==> src/rtl/if_stage_pkg.sv <==
// rtl/if_stage_pkg.sv - shared CPU widths, NOP encoding and fetch-stage types
package if_stage_pkg;

    localparam int WORD_ADDR_W = 30;
    localparam int WORD_DATA_W = 32;

    localparam logic [WORD_DATA_W-1:0] ISA_NOP = 32'h0000_0013;

    typedef enum logic [1:0] {
        IDLE = 2'd0,
        REQ  = 2'd1,
        HOLD = 2'd2,
        DROP = 2'd3
    } if_state_t;

    // Action applied to the IF output register in a given cycle
    typedef enum logic [1:0] {
        OUT_HOLD   = 2'd0,
        OUT_FETCH  = 2'd1,
        OUT_BUBBLE = 2'd2,
        OUT_BUF    = 2'd3
    } out_op_t;

    typedef struct packed {
        logic [WORD_ADDR_W-1:0] addr;
        logic [WORD_DATA_W-1:0] data;
    } fetch_word_t;

endpackage

==> src/rtl/if_reg.sv <==
// rtl/if_reg.sv - IF output register plus one-entry skid buffer for stalled fetches
module if_reg
    import if_stage_pkg::*;
(
    input  logic                   clk,
    input  logic                   rst,
    input  out_op_t                op,
    input  logic                   buf_wr,
    input  logic                   buf_clr,
    input  fetch_word_t            fetch,
    output logic [WORD_ADDR_W-1:0] if_pc,
    output logic [WORD_DATA_W-1:0] if_insn,
    output logic                   if_en
);

    fetch_word_t buf_q;
    logic        buf_valid;

    always_ff @(posedge clk or posedge rst) begin
        if (rst) begin
            if_pc   <= '0;
            if_insn <= ISA_NOP;
            if_en   <= 1'b0;
        end else begin
            case (op)
                OUT_FETCH: begin
                    if_pc   <= fetch.addr;
                    if_insn <= fetch.data;
                    if_en   <= 1'b1;
                end
                OUT_BUBBLE: begin
                    if_insn <= ISA_NOP;
                    if_en   <= 1'b0;
                end
                OUT_BUF: begin
                    if_pc   <= buf_q.addr;
                    if_insn <= buf_valid ? buf_q.data : ISA_NOP;
                    if_en   <= buf_valid;
                end
                default: ;
            endcase
        end
    end

    // The buffer is consumed by OUT_BUF and dropped on any redirect
    always_ff @(posedge clk or posedge rst) begin
        if (rst) begin
            buf_q     <= '0;
            buf_valid <= 1'b0;
        end else if (buf_clr || op == OUT_BUF) begin
            buf_valid <= 1'b0;
        end else if (buf_wr) begin
            buf_q     <= fetch;
            buf_valid <= 1'b1;
        end
    end

endmodule

==> src/rtl/if_stage.sv <==
// rtl/if_stage.sv - instruction fetch stage: bus request FSM, PC tracking and redirects
module if_stage
    import if_stage_pkg::*;
#(
    parameter logic [WORD_ADDR_W-1:0] ResetVector = 30'h0000_0000
) (
    input  logic                   clk,
    input  logic                   rst,
    input  logic                   stall,
    input  logic                   flush,
    input  logic [WORD_ADDR_W-1:0] new_pc,
    input  logic                   br_taken,
    input  logic [WORD_ADDR_W-1:0] br_addr,
    output logic                   bus_req,
    output logic [WORD_ADDR_W-1:0] bus_addr,
    input  logic [WORD_DATA_W-1:0] bus_rd_data,
    input  logic                   bus_rdy,
    output logic [WORD_ADDR_W-1:0] if_pc,
    output logic [WORD_DATA_W-1:0] if_insn,
    output logic                   if_en,
    output logic                   busy
);

    if_state_t              state_q, state_d;
    logic [WORD_ADDR_W-1:0] pc_q, pc_d;
    logic [WORD_ADDR_W-1:0] req_addr_q, req_addr_d;
    out_op_t                out_op;
    logic                   buf_wr;
    logic                   buf_clr;
    fetch_word_t            fetch_word;

    logic redirect;
    assign redirect = flush || (!stall && br_taken);

    always_ff @(posedge clk or posedge rst) begin
        if (rst) begin
            state_q <= IDLE;
        end else begin
            state_q <= state_d;
        end
    end

    always_comb begin
        state_d = state_q;
        case (state_q)
            IDLE: state_d = REQ;
            REQ: begin
                if (redirect)
                    state_d = bus_rdy ? REQ : DROP;
                else if (stall && bus_rdy)
                    state_d = HOLD;
            end
            HOLD: begin
                if (flush || !stall)
                    state_d = REQ;
            end
            DROP: begin
                // A flush here leaves the old request still owed by the bus
                if (!flush && bus_rdy)
                    state_d = REQ;
            end
            default: state_d = IDLE;
        endcase
    end

    always_comb begin
        bus_req    = 1'b0;
        bus_addr   = pc_q;
        busy       = 1'b0;
        out_op     = OUT_HOLD;
        buf_wr     = 1'b0;
        buf_clr    = 1'b0;
        pc_d       = pc_q;
        req_addr_d = req_addr_q;
        case (state_q)
            REQ: begin
                bus_req    = 1'b1;
                bus_addr   = pc_q;
                busy       = !bus_rdy;
                req_addr_d = pc_q;
                if (flush) begin
                    pc_d    = new_pc;
                    out_op  = OUT_BUBBLE;
                    buf_clr = 1'b1;
                end else if (stall) begin
                    if (bus_rdy) begin
                        buf_wr = 1'b1;
                        pc_d   = pc_q + 1'b1;
                    end
                end else if (br_taken) begin
                    pc_d    = br_addr;
                    out_op  = OUT_BUBBLE;
                    buf_clr = 1'b1;
                end else if (bus_rdy) begin
                    out_op = OUT_FETCH;
                    pc_d   = pc_q + 1'b1;
                end else begin
                    out_op = OUT_BUBBLE;
                end
            end
            HOLD: begin
                if (flush) begin
                    pc_d    = new_pc;
                    out_op  = OUT_BUBBLE;
                    buf_clr = 1'b1;
                end else if (!stall && br_taken) begin
                    pc_d    = br_addr;
                    out_op  = OUT_BUBBLE;
                    buf_clr = 1'b1;
                end else if (!stall) begin
                    out_op = OUT_BUF;
                end
            end
            DROP: begin
                bus_req  = 1'b1;
                bus_addr = req_addr_q;
                busy     = 1'b1;
                if (flush) begin
                    pc_d    = new_pc;
                    out_op  = OUT_BUBBLE;
                    buf_clr = 1'b1;
                end else if (!stall && br_taken) begin
                    pc_d    = br_addr;
                    out_op  = OUT_BUBBLE;
                    buf_clr = 1'b1;
                end else if (!stall) begin
                    out_op = OUT_BUBBLE;
                end
            end
            default: ;
        endcase
    end

    always_ff @(posedge clk or posedge rst) begin
        if (rst) begin
            pc_q       <= ResetVector;
            req_addr_q <= ResetVector;
        end else begin
            pc_q       <= pc_d;
            req_addr_q <= req_addr_d;
        end
    end

    assign fetch_word = '{addr: pc_q, data: bus_rd_data};

    if_reg u_if_reg (
        .clk     (clk),
        .rst     (rst),
        .op      (out_op),
        .buf_wr  (buf_wr),
        .buf_clr (buf_clr),
        .fetch   (fetch_word),
        .if_pc   (if_pc),
        .if_insn (if_insn),
        .if_en   (if_en)
    );

endmodule

==> config.mk <==
export PLATFORM = sky130hd
export DESIGN_NAME = if_stage
export DESIGN_NICKNAME = d
export VERILOG_FILES = /design/src/rtl/if_stage_pkg.sv /design/src/rtl/if_reg.sv /design/src/rtl/if_stage.sv
export SDC_FILE = /design/constraint.sdc
export NUM_CORES = 1
export LEC_CHECK = 0
export CORE_UTILIZATION = 47
export CTS_CLUSTER_DIAMETER = 60
export CTS_CLUSTER_SIZE = 14
export DETAILED_ROUTE_END_ITERATION = 7
export PLACE_DENSITY = 0.77
export SLEW_MARGIN = 20
export SYNTH_ARGS = -nofsm -noshare
export SYNTH_HDL_FRONTEND = slang
export SYNTH_SLANG_ARGS = --single-unit
==> constraint.sdc <==
create_clock -name clk -period 6.6 [get_ports clk]
set_clock_uncertainty 0.15 [all_clocks]
set_input_delay 1.32 -clock clk [delete_from_list [all_inputs] [get_ports clk]]
set_output_delay 1.32 -clock clk [all_outputs]
set_load 0.03 [all_outputs]
==> impl_metrics.ini <==
[status]
outcome = finished, final reports clean

[worst_setup_path]
cp-end-kind = primary output
crit_type = in2out
crit_chain = clkdlybuf4s50_1, inv_1, o21a_1, clkdlybuf4s50_1
cp_common_cell = clkdlybuf4s50_1
worstPathRequired_ns = 5.13
rr_worst_depth = 5
worstPathMaxFanout = 11
max_stage_delay_ns = 0.74
startpoint_type = primary input
worstPathArrival_ns = 2.99
cpMaxStageDelayCell = clkdlybuf4s50_1

[global_route]
grt_pass1_wl_um = 39900
overflow = 0
grtUsageTotal_pct = 25.4
grt_max_degree = 147
first_global_vias = 7555
antenna_found_initial = 2

[clock_network]
clkLatencyLatePin_ns = 0.43
cts_sinks = 188
root_buffer = clkbuf_16
cts_buffer_depth = 2
cts.reportedPaths.clkPinSlew_ns = 0.07
cts_resized = 0
numCtsBuffers = 17
cts_tree = done
htree_num_levels = 4
cts_setup_buffers = 0
cts_hold_buf = 0

[detailed_routing]
drt_wl_total_um = 24800
first_pass_iters = 6
num_vias = 7598
vias_per_cell = 5.86
drc = 0
antenna_left = 0
drtIter0Drc = 571
drt-wirelength-per-cell_um = 19.1

[placement]
io_buffers = 192
post-place-ws_ns = 2.11
dp.cells = 1266
finalWeightedCongestion = 0.878
dp_hpwl_um = 16300
dpl_cell_area_mm2 = 0.0114

[logic_synthesis]
ys_warn_count = 0
synth_flop_cell = dfrtp_1
synth.avg_cell_area_um2 = 10.7
ys_seq_area_share_pct = 50.6
yosysUniqueCellTypes = 60
async_flop_share_pct = 100
synth-seq-cells = 188
synth_area_mm2 = 0.00930
synth_fp_nets = 972
syn_inst = 873
synth_edf_count = 0

[sta]
setup_slack_ns = 2.14
worst_pin_slew_ns = 1.11
rsz0062_at_grt = false
hold_viol_final = 0
layout_worst_path_cycle_share_pct = 67.6
fin_crit_ns = 4.46
finalSetupViolations = 0
whs_ns = 0.334
max_freq_mhz = 224
finalSetupTns_ns = 0
slew_headroom_pct = 25.4
slew_viol_final = 0

[pwr]
p_sw_share_pct = 34.4
vdd_drop_max_v = 0.000268
pwr-share-clk_pct = 25.0
power.leakage_nw = 4.92
p_sw_mw = 1.61
cellPowerDensity_mw_per_mm2 = 389
power.internal_mw = 3.08
combPwrFrac_pct = 35.6
p_seq_share_pct = 39.4

[floorplanning]
coreArea_mm2 = 0.0194
start_util_pct = 47.9
num_io_pins = 193
die_w_um = 143
die_y_um = 143
rows = 51
die_area_mm2 = 0.0204

[finish]
fill_cells = 1631
syn_to_final_growth_pct = 29.5
drive_gt1_share_pct = 18.0
stdcell_count = 1296
stdcell_area_mm2 = 0.0120
antennaDiodeCount = 0
final_cell_mix = clkdlybuf4s50_1 (191), dfrtp_1 (185), mux2_2 (120)
final_common_cell = clkdlybuf4s50_1
final_nets = 1119

[worst_hold_path]
hold_class = reg2reg
hold_path_depth = 2

[job]
max_cap_violations = 0
## final timing paths
| kind | slack [ns] | startpoint | to |
|---|---|---|---|
| max | 2.14 | bus_rdy | busy |
| min | 0.33 | u_if_reg.if_pc[24] | u_if_reg.if_pc[24] |
| min in group asynchronous | 1.26 | rst | u_if_reg.buf_q[34] |
| min reg2reg | 0.33 | u_if_reg.if_pc[24] | u_if_reg.if_pc[24] |
| max in group asynchronous | 3.91 | rst | pc_q[27] |
| max reg2reg | 3.39 | state_q[1] | u_if_reg.if_pc[10] |
## synth_stat cells, drive strengths merged (6+ instances only)
| cell | n | share of area [%] |
|---|---|---|
| and2 | 6 | 0.40 |
| a22oi | 9 | 0.73 |
| o22ai | 13 | 0.87 |
| nand2 | 73 | 2.9 |
| o21ai | 61 | 3.3 |
| and3 | 6 | 0.40 |
| nor4 | 7 | 0.47 |
| nand4 | 11 | 1.1 |
| a21oi | 18 | 0.97 |
| clkbuf | 49 | 2.0 |
| a221oi | 31 | 2.9 |
| inv | 7 | 0.28 |
| mux2 | 120 | 15 |
| nor3 | 12 | 0.65 |
| nand3 | 16 | 0.86 |
| a221o | 6 | 0.65 |
| nor2 | 92 | 3.7 |
| mux2i | 31 | 3.3 |
| a31oi | 13 | 0.87 |
| buf | 27 | 1.4 |
| dfrtp | 185 | 50 |
## per-stage QoR
step | power [mW] | utilization (%)
after floorplan | 2.88 | -
after global placement | 3.48 | 58.6
after detailed placement | 3.54 | 58.6
after CTS | 4.72 | 62.0
after global routing | 4.93 | 62.1
final | 4.69 | 62.1
## flip-flops by register name (all words and copies together), names as in the netlist
name                count
pc_q                   30
req_addr_q             30
state_q                 2
u_if_reg.buf_q         62
u_if_reg.buf_valid      1
u_if_reg.if_en          1
u_if_reg.if_insn       32
u_if_reg.if_pc         30
## power groups by stage
| stage | Sequential (mW) | Combinational [mW] | Clock (mW) |
|---|---|---|---|
| after global placement | 1.84 | 1.64 | 0 |
| after global routing | 1.90 | 1.79 | 1.24 |
| after detailed placement | 1.86 | 1.67 | 0 |
| final | 1.85 | 1.67 | 1.17 |
| after floorplan | 1.96 | 0.921 | 0 |
| after CTS | 1.84 | 1.68 | 1.19 |
## worst max-delay path, delay by kind of cell
family | cells | cell delay (ns)
compound gates | 1 | 0.19
buf+inv | 3 | 1.48
## kinds of logic (layout without fill, tap and decap cells)
| logic type | Yosys count | after routing | synth area share (%) |
|---|---|---|---|
| and+or+nand+nor | 249 | 249 | 12.6 |
| AOI/OAI and AO/OA | 195 | 195 | 14.5 |
| DFF | 188 | 188 | 50.6 |
| muxes | 151 | 151 | 17.9 |
| buffers and inverters | 83 | 241 | 3.66 |
| xor gates and xnor gates | 6 | 6 | 0.565 |
| adders and majority gates | 1 | 1 | 0.135 |
## final cells by class
type	instances	area, um2	area share [%]
inverter	7	38.8	0.322
timing repair buffer	204	2010	16.7
clock buffer	18	439	3.65
multi-input combinational	602	4280	35.6
clock inverter	12	233	1.93
tap	265	332	2.75
sequential	188	4710	39.1
## routing by layer
layer  vias to the layer above  wire (um)  GRT usage [%]
met4                         4        377           8.04
met5                         -         27              0
met1                      3776      10700           33.4
met2                       303      11800           40.6
li1                       3481          -              -
met3                        34       1940           7.04
(Power assumes the default switching activity.)
==> edit 1 (same settings) <==
Set the package constant `WORD_DATA_W` to 40 (it was 32).
--- a/src/rtl/if_stage_pkg.sv
+++ b/src/rtl/if_stage_pkg.sv
@@ -3,5 +3,5 @@
 
     localparam int WORD_ADDR_W = 30;
-    localparam int WORD_DATA_W = 32;
+    localparam int WORD_DATA_W = 40;
 
     localparam logic [WORD_DATA_W-1:0] ISA_NOP = 32'h0000_0013;
Ports: changed (resized bus_rd_data and if_insn); port bits go from 193 to 209. The function was not compared with the original's and may differ.
==> edit 1 against the unedited design <==
Sequential cell count increased by 16; setup slack worse by 0.27 ns; power grew 2.9%; die area increased by 6.8%; design area is 5.8% higher; register-to-register slack better by 0.44 ns; wire length grew 7.8%; area after synthesis up 6.9%; critical endpoint is now bus_addr[27].
==> edit 1: results (changes against the unedited design) <==
drt-total-wl_um: 26700  # +7.8%
via_count: 8099  # +6.6%
hold_end: "u_if_reg.if_pc[23]"
grt_max_degree: 124  # -16%
ys_seq_area_frac: 0.514  # +0.00739
dp_hpwl_um: 17500  # +7.2%
reg_top3: "u_if_reg.buf_q x70, u_if_reg.if_insn x40"
syn_nets: 1020  # +4.9%
grt_pass1_wl_um: 42600  # +6.6%
path_delay_family: "buffers and inverters"
insertion_delay_ns: 0.49  # +0.06 ns
r2r_cells: 6  # +1
critPathSlowestCell: "nand2_1"
fin_nets: 1175  # +5.0%
status: "complete, no violations"
cts_buffers: 19  # +2
synth_xor_xnor_area_share: 0.00616  # +0.000514
synth_compound_area_frac: 0.148  # +0.00291
htreeDepth: 1  # -3
cts-root-buf: "clkbuf_16"
synth-adder-area-share: 0.00126  # -0.0000873
antenna_found_initial: 0  # -2
total_leakage_power_nw: 5.32  # +8.0%
grt_pass1_vias: 7843  # +3.8%
port-buffer-count: 208  # +8.3%
ir_drop_uv: 252  # -6.1%
relSlewSlack: 0.284  # +0.0301
cts_setup_buffers: 0  # unchanged
synth_area_leaders: "dfrtp_1, mux2_2, mux2i_1"
clock_path_buffers: 3  # +1
hold_path.startpoint: "u_if_reg.if_pc[23]"
cp_max_fo: 19  # +8
yosysUniqueCellTypes: 63  # +5.0%
grtUsageTotal: 0.246  # -0.00780
r2r_end: "pc_q[7]"
first_pass_iters: 5  # -1
placed_area_sq_um: 12100  # +6.6%
yosys-top-cells-count: "dfrtp_1, mux2_2, nor2_1"
gp_congestion: 0.849  # -3.3%
nFillCells: 1674  # +2.6%
reg2reg_slack_ns: 3.83  # +0.44 ns
edit 1: changes by cell type after synthesis, moves of 6 or more:
| cell | change |
|---|---|
| a21oi_1 | +16 |
| dfrtp_1 | +16 |
| buf_2 | +12 |
| nand2_1 | -11 |
| mux2_2 | +10 |
| o211ai_1 | +8 |
| a221oi_1 | +7 |
| clkbuf_1 | -6 |
| mux2i_1 | +6 |
| nor4_1 | -6 |
edit 1: per-layer routing:
metal  part of all wire  global-route usage  up-vias
li1                   -                   -     3655
met1               0.43               0.347     3974
met2               0.47               0.389      419
met3              0.084              0.0460       51
met4              0.021              0.0675        0
met5                  0                   0        -
edit 1: final cells by class:
class | instances | share of cell area
sequential | 204 | 0.401
multi-input combinational | 616 | 0.350
timing repair buffer | 220 | 0.173
clock buffer | 30 | 0.0413
tap | 270 | 0.0265
clock inverter | 4 | 0.00628
inverter | 7 | 0.00236
edit 1: per-stage QoR:
stage | utilization | hold WS, ns | setup slack, ns | instances
after floorplan | - | 0.327 | 2.49 | 913
after global placement | 0.591 | 0.313 | 2.15 | 1316
final | 0.622 | 0.331 | 1.87 | 1351
after global routing | 0.622 | 0.358 | 1.71 | 1351
after detailed placement | 0.591 | 0.321 | 2.07 | 1316
after CTS | 0.620 | 0.337 | 1.84 | 1350
edit 1: worst max-delay path by stage:
stage,start,to,cells past startpoint
after CTS,state_q[1],bus_addr[27],4
final,state_q[0],bus_addr[27],4
after global placement,bus_rdy,busy,3
after floorplan,rst,pc_q[0],1
after detailed placement,bus_rdy,busy,3
after global routing,state_q[0],bus_addr[27],4
edit 1: power by group:
part | switching, W | internal, W | total, W
registers | 0.000315 | 0.00168 | 0.00199
clock network | 0.000476 | 0.000632 | 0.00111
logic | 0.000891 | 0.000835 | 0.00173
total | 0.00168 | 0.00314 | 0.00482
==> edit 2 (same flow settings) <==
Made on the original files. Re-encode `if_state_t` (4 states) as one-hot, 4 bits wide.
--- a/src/rtl/if_stage_pkg.sv
+++ b/src/rtl/if_stage_pkg.sv
@@ -7,9 +7,9 @@
     localparam logic [WORD_DATA_W-1:0] ISA_NOP = 32'h0000_0013;
 
-    typedef enum logic [1:0] {
-        IDLE = 2'd0,
-        REQ  = 2'd1,
-        HOLD = 2'd2,
-        DROP = 2'd3
+    typedef enum logic [3:0] {
+        IDLE = 4'b0001,
+        REQ  = 4'b0010,
+        HOLD = 4'b0100,
+        DROP = 4'b1000
     } if_state_t;
 
Check against the original RTL: no difference found for any inputs over 4 cycles, from zero or initial values and one cycle with rst high; so few cycles prove little.
==> edit 2 against the unedited design <==
Maximum frequency is 0.15% lower; count of clock-buffer cells in the layout is 1 lower; via count is 2.0% higher; area after synthesis is 4.9% higher; wire length is 0.81% lower; utilization is 1.8 points lower; sequential power is 15% higher; sequential cell count is 2 higher; design area is 1.7% higher; power is 17% higher; critical path depth is 1 lower; setup slack worse by 0.0066 ns; combinational power is 40% higher; clock power is 13% lower.
==> edit 2: results (changes against the unedited design) <==
ir_drop_uv: 225  # -16%
power_switching_w: 0.00224  # +39%
highest_layer: "met4"
cts_setup_buffers: 0  # unchanged
r2r_cells: 6  # +1
cp_max_fo: 14  # +3
grt_max_degree: 191  # +30%
drive_gt1_frac: 0.101  # -0.0793
nFillCells: 1701  # +4.3%
p_seq_frac: 0.388  # -0.006
final-nonclk-buf-share: 0.167  # +0.000511
wl_met2_um: 11400  # -3.1%
worst_hold_path.num_cells: 1  # -1
synth_top_area_share: 0.477  # -0.0206
fin_cells: 1338  # +3.2%
placed_area_sq_um: 11600  # +2.4%
yosys-top-cells-count: "dfrtp_1, nand2_1, a21oi_1"
total_leakage_power_nw: 5.03  # +2.2%
cp.arrival_ns: 3.00  # about the same
wl_met3_um: 1730  # -11%
grt_pass1_wl_um: 39600  # -0.81%
ys_seq_area_frac: 0.488  # -0.0183
buffers_excl_clock: 205  # +0.49%
combPwrFrac: 0.426  # +0.070
seq_area_sq_um: 4760  # +1.1%
grtUsageMet3: 0.0406  # -0.0298
drt-total-wl_um: 24600  # -0.81%
multi_input_area_share: 0.367  # +0.0111
grt_pass1_vias: 7470  # -1.1%
place_inst: 1305  # +3.1%
synth_area_leaders: "dfrtp_1, mux2_1, mux2i_1"
fin_util: 0.603  # -0.0176
wl_met1_um: 11000  # +3.2%
dp_hpwl_um: 16100  # -0.90%
grtUsageMet2: 0.368  # -0.0374
status: "complete, no violations"
grtUsageTotal: 0.235  # -0.0191
tightest_slew_ns: 0.949  # -0.166 ns
first_pass_iters: 5  # -1
dp_slack_ns: 1.97  # -0.137 ns
met1_usage: 0.332  # -0.00231
syn_avg_cell_area_sq_um: 10.7  # +0.29%
antenna_found_initial: 0  # -2
fin_nets: 1154  # +3.1%
syn_nets: 1012  # +4.1%
core-area_sq_um: 20300  # +4.6%
yosysUniqueCellTypes: 68  # +13%
p_per_area_nw_per_um2: 448  # +15%
design.seq.count: 190  # +1.1%
gp_congestion: 0.848  # -3.4%
edit 2: cells by family (layout without fill, tap and decap cells):
logic type               count (synthesis)  count (layout)  synth area share
AO/OA/AOI/OAI                          213             213             0.150
XOR/XNOR                                10              10            0.0109
adder cells (fa/ha/maj)                  1               1           0.00128
buffers and inverters                   89             244            0.0531
flip-flops                             190             190             0.488
multiplexers                           154             154             0.170
AND/OR/NAND/NOR                        256             256             0.127
edit 2: worst paths after layout:
| path | startpoint | end | slack, ns |
|---|---|---|---|
| worst max-delay path | bus_rdy | busy | 2.13 |
| worst min-delay path | u_if_reg.buf_q[24] | u_if_reg.if_insn[24] | 0.32 |
| worst max register to register | state_q[3] | u_if_reg.buf_q[10] | 3.48 |
| worst min register to register | u_if_reg.buf_q[24] | u_if_reg.if_insn[24] | 0.32 |
| max in group asynchronous | rst | pc_q[28] | 4.21 |
| min in group asynchronous | rst | u_if_reg.buf_q[7] | 1.20 |
